**config.mk**
```make
export PLATFORM = sky130hd
export DESIGN_NAME = forward_stall_unit
export DESIGN_NICKNAME = d
export VERILOG_FILES = /design/src/rtl/cpu_types_pkg.sv /design/src/rtl/forward_stall_unit_fwd_match.sv /design/src/rtl/forward_stall_unit.sv
export SDC_FILE = /design/constraint.sdc
export NUM_CORES = 1
export LEC_CHECK = 0
export ABC_AREA = 0
export CAP_MARGIN = 20
export CORE_ASPECT_RATIO = 1.5
export CORE_MARGIN = 8
export CORE_UTILIZATION = 52
export CTS_CLUSTER_SIZE = 8
export DETAILED_ROUTE_END_ITERATION = 8
export PLACE_DENSITY = 0.79
export SKIP_LAST_GASP = 1
export SYNTH_ARGS = -nofsm -noshare
export SYNTH_HDL_FRONTEND = slang
export SYNTH_SLANG_ARGS = --single-unit
export TNS_END_PERCENT = 50
```
**constraint.sdc**
```tcl
create_clock -name CLK -period 2.35 [get_ports CLK]
set_clock_uncertainty 0.05 [all_clocks]
set_input_delay 0.47 -clock CLK [delete_from_list [all_inputs] [get_ports CLK]]
set_output_delay 0.47 -clock CLK [all_outputs]
set_load 0.02 [all_outputs]
```
**src/rtl/cpu_types_pkg.sv**
```systemverilog
// Shared CPU types: register index width and
// the hazard scoreboard entry layout.
package cpu_types_pkg;

  localparam int REG_W = 5;

  typedef logic [REG_W-1:0] regbits_t;

  typedef struct packed {
    logic     valid;
    regbits_t dst;
    logic     wen;
    logic     load;
  } sb_entry_t;

  function automatic logic src_match(
    input logic      used,
    input regbits_t  idx,
    input sb_entry_t e
  );
    return used & e.valid & e.wen &
           (idx == e.dst) & (idx != '0);
  endfunction

endpackage

```
**src/rtl/forward_stall_unit_fwd_match.sv**
```systemverilog
// Per-source forwarding comparator: picks the
// youngest stage (smallest k >= 1) producing idx.
module fwd_match
  import cpu_types_pkg::*;
#(
  parameter int NSTAGE = 3,
  parameter int SEL_W  = 2
) (
  input  logic                   used,
  input  regbits_t               idx,
  input  sb_entry_t [NSTAGE-1:0] sb,
  output logic [SEL_W-1:0]       sel
);

  always_comb begin
    sel = '0;
    for (int k = NSTAGE - 1; k >= 1; k--) begin
      if (src_match(used, idx, sb[k])) begin
        sel = SEL_W'(k);
      end
    end
  end

endmodule

```
**src/rtl/forward_stall_unit.sv**
```systemverilog
// Load-use stall detection and EX operand forward
// select for an in-order pipeline.
module forward_stall_unit
  import cpu_types_pkg::*;
#(
  parameter int NSRC     = 2,
  parameter int NSTAGE   = 3,
  parameter int LOAD_FWD = 2,
  parameter int CNT_W    = 16,
  localparam int SEL_W   =
    (NSTAGE > 1) ? $clog2(NSTAGE) : 1
) (
  input  logic                       CLK,
  input  logic                       nRST,
  input  logic                       advance,
  input  logic                       flush,
  input  logic                       id_valid,
  input  logic [NSRC-1:0][REG_W-1:0] id_src,
  input  logic [NSRC-1:0]            id_src_used,
  input  logic [REG_W-1:0]           id_dst,
  input  logic                       id_wen,
  input  logic                       id_load,
  output logic                       stall,
  output logic [NSRC-1:0][SEL_W-1:0] ex_fwd_sel,
  output logic [CNT_W-1:0]           stall_count
);

  sb_entry_t [NSTAGE-1:0] sb;
  logic [NSRC-1:0]        ex_used;
  regbits_t [NSRC-1:0]    ex_idx;
  logic                   hit;

  // Only loads too young to have data by LOAD_FWD block issue
  always_comb begin
    hit = 1'b0;
    for (int i = 0; i < NSRC; i++) begin
      for (int k = 0; k < NSTAGE; k++) begin
        if ((k + 1 < LOAD_FWD) && sb[k].load &&
            src_match(id_src_used[i], id_src[i], sb[k])) begin
          hit = 1'b1;
        end
      end
    end
  end

  assign stall = id_valid & ~flush & hit;

  always_ff @(posedge CLK or negedge nRST) begin
    if (!nRST) begin
      sb          <= '0;
      ex_used     <= '0;
      ex_idx      <= '0;
      stall_count <= '0;
    end else if (advance) begin
      for (int k = NSTAGE - 1; k >= 1; k--) begin
        sb[k] <= sb[k-1];
      end
      if (flush || stall) begin
        sb[0]   <= '0;
        ex_used <= '0;
        ex_idx  <= '0;
      end else begin
        sb[0]   <= '{valid: id_valid, dst: id_dst,
                     wen: id_wen, load: id_load};
        ex_used <= id_src_used & {NSRC{id_valid}};
        ex_idx  <= id_valid ? id_src : '0;
      end
      if (stall && (stall_count != '1)) begin
        stall_count <= stall_count + 1'b1;
      end
    end
  end

  for (genvar i = 0; i < NSRC; i++) begin : g_fwd
    fwd_match #(
      .NSTAGE(NSTAGE),
      .SEL_W (SEL_W)
    ) u_match (
      .used(ex_used[i]),
      .idx (ex_idx[i]),
      .sb  (sb),
      .sel (ex_fwd_sel[i])
    );
  end

endmodule
```
==> flow_summary.ini <==
[cells_and_area]
n_antenna_cell = 0
multi_input_area_um2 = 1284
area_growth_pct = 39.52
layout.nets = 319
seq_area_um2 = 1251
final_area_um2 = 3441
drive_above_1_share = 0.2949
fill_cells = 304

[pwr]
p_switching_uw = 481.9
clkPwrFrac = 0.317
vdd_drop_max_mv = 0.4099
switching_share = 0.2560
p_int_mw = 1.401
p_leak_nw = 1.588
pwr-share-seq = 0.516
powerDensity_nw_per_um2 = 547.2
pwr-share-comb = 0.167
power_mw = 1.883

[min_path]
min_path_type = input pin to asynchronous set/reset pin

[critical_path]
critPathSlowestCell = or4_4
cp.required_ps = 1830
worstPathBufferInverterCount = 3
worstPathCellList = dlygate4sd2_1 > or4_4 > a21oi_4 > nor4_4 > a31oi_2 > inv_2 > buf_6
cp-end-kind = primary output
critPathMaxFanout = 2
critPathArrivalTime_ps = 1850
timing.rr.start = sb[2]$_DFFE_PN0P_
path_delay_family = simple AND/OR/NAND/NOR gates
slowest_delay_ps = 450
path_class = input pin to primary output
start_kind = input pin
startpoint = id_src[7]

[timing]
tns_ps = -21.35
fmax_ghz = 0.4217
rsz0062_at_grt = yes
fin_crit_sh = 1.009
relSlewSlack = 0.6479
tightest_slew_ps = 523.3
drv_slew = 0
setup_viol = 1
period_needed_ps = 2371
timing.final.ws_setup_ps = -21.35
hold_viol_final = 0

[synth]
ys_ff_latch = 50
synth_top_cell_area_share = 0.5074
ys_warn_count = 0
syn_area_um2 = 2466
synth.most_common_cell = dfrtp_1
synthFlopType = dfrtp_1
synth_edf_count = 0
synthTopCellsByCount = dfrtp_1 (50), xnor2_1 (21), xor2_1 (21), mux2_2 (16), nand4_1 (15)
synth_cell_type_count = 33
synthTopCellsByArea = dfrtp_1 (51%), xnor2_1 (7.5%), xor2_1 (7.5%), mux2_2 (7.3%), a22o_1 (4.3%)
yosysTopAreaCell = dfrtp_1
syn_inst = 215
async_flop_share = 1.000
synth_area_per_cell_um2 = 11.47
seq_area_frac_synth = 0.5074
synth_nets = 240

[floorplan]
row_count = 30
die_area_um2 = 7248
die_h_um = 100.3
dieWidth_um = 72.23
start_util = 0.5430
core_area_um2 = 4542
io_pins = 45

[route]
drt_first_pass_iters = 4
vias = 2008
ant_nets = 0
wl_per_cell_um = 18.07
wirelength_um = 6487
first_iter_violations = 75
via_per_inst = 5.593
drc_errors = 0

[global_routing]
antenna_found_initial = 0
grt_overflow_total = 0
grt_pass1_wl_um = 10350
grt_max_degree = 20
grtUsageTotal = 0.1817
grt_pass1_vias = 2178

[placement]
dpl_worst_slack_ps = -724.4
portBuffers = 44
dpl-instance-area_um2 = 3192
finalWeightedCongestion = 0.8296
hpwlAfterDp_um = 4711

[clock_tree]
cts_made_buffers = 5
cts_buffer_depth = 2
cts_root_buffer = clkbuf_8
cts_hold_buf = 0
clock_latency_ps = 300
tritoncts = done
clock-sinks = 50
htreeDepth = 2
path_clk_slew_ps = 90

[outcome]
status = finished with violations
violations = setup timing

[flow_run]
drv_cap = 0
## stage by stage
step,utilization,hold slack [ps],cells
floorplan,-,124.4,215
CTS,0.7402,50.27,358
finish,0.7576,40.03,359
detailed placement,0.7028,379.4,348
global route,0.7576,58.80,359
global placement,0.7028,377.5,348
## sequential cells by signal, summed over array words and instances, names as in the netlist
register	cells
stall_count	16
sb	22
ex_used	2
ex_idx	10
## placed cells by master (no fill, tap or decap), types with 2 or more instances in the layout
cell | netlist | final
dfrtp_1 | 50 | 50
buf_4 | 1 | 37
clkdlybuf4s50_1 | 0 | 31
xor2_1 | 21 | 21
xnor2_1 | 21 | 21
mux2_2 | 16 | 16
nand4_1 | 15 | 15
a22o_1 | 12 | 12
nand2_1 | 10 | 10
nor3_1 | 7 | 7
nand3_1 | 7 | 7
o2bb2ai_1 | 6 | 6
nor4_2 | 0 | 5
nor4_1 | 11 | 5
clkbuf_8 | 0 | 5
buf_2 | 0 | 4
inv_1 | 3 | 3
or4_4 | 0 | 3
nand2b_1 | 3 | 3
and3_1 | 3 | 3
clkbuf_2 | 0 | 3
dlymetal6s2s_1 | 0 | 3
o21ai_4 | 0 | 2
nor2_1 | 2 | 2
## repair_timing
action / 4_1_cts / 5_1_grt
endpoints found under the setup margin: 29 / 35
endpoints found under the hold margin: 0 / 0
pin swaps: 7 / 5
gates cloned: 0 / 0
resized for setup: 43 / 20
buffers inserted: 2 / 1
## power by group through the flow
| stage | clock network (mW) | logic (mW) | registers [mW] |
|---|---|---|---|
| 3_5_place_dp | 0 | 0.286 | 0.985 |
| 3_3_place_gp | 0 | 0.280 | 0.983 |
| 5_1_grt | 0.642 | 0.340 | 0.978 |
| 4_1_cts | 0.613 | 0.297 | 0.970 |
| 2_1_floorplan | 0 | 0.148 | 0.975 |
| 6_report | 0.597 | 0.315 | 0.971 |
## cell families (layout without fill, tap and decap cells)
group,Yosys count,in the layout,share of synthesized area
flip-flops,50,50,0.5074
AND/OR/NAND/NOR,67,67,0.1563
AO/OA/AOI/OAI,26,26,0.08473
multiplexers,16,16,0.07306
buffers and inverters,13,93,0.02435
XOR/XNOR,42,42,0.1492
adder cells (fa/ha/maj),1,1,0.005073
## worst reg2reg max path, cell delays in order (launching register included)
cell     delay (ps)
dfrtp_1         450
xnor2_1         180
nand3_1         190
nor4_4          350
a31oi_2          90
buf_4           180
or3_4           380
mux2_2          280
## cell type report
| class | instances | share of cell area |
|---|---|---|
| multi-input cells | 152 | 0.3731 |
| clock inverters | 2 | 0.01091 |
| inverters | 4 | 0.004364 |
| flip-flops and latches | 50 | 0.3636 |
| repair buffers | 81 | 0.2036 |
| well taps | 64 | 0.02327 |
| clock buffers | 6 | 0.02109 |
## final timing paths
path,end,slack [ps],cells after the start
setup / recovery,stall,-20,7
hold / removal,ex_idx[8]$_DFFE_PN0P_,40,1
setup reg to reg,stall_count[1]$_DFFE_PN0P_,110,7
hold reg to reg,stall_count[9]$_DFFE_PN0P_,450,1
max in group asynchronous,sb[0]$_DFFE_PN0P_,1630,2
min in group CLK,ex_idx[8]$_DFFE_PN0P_,450,3
## metal layers
layer  part of all wire  routed length (um)  vias to the layer above  GRT usage
li1                   -                   -                      950          -
met1               0.38                2495                      979     0.1907
met2               0.52                3401                       58     0.3315
met3              0.051                 330                       21    0.04391
met4              0.040                 260                        0    0.07425
met5                  0                   0                        -          0
Note: power is estimated with default switching activity, not from simulation.
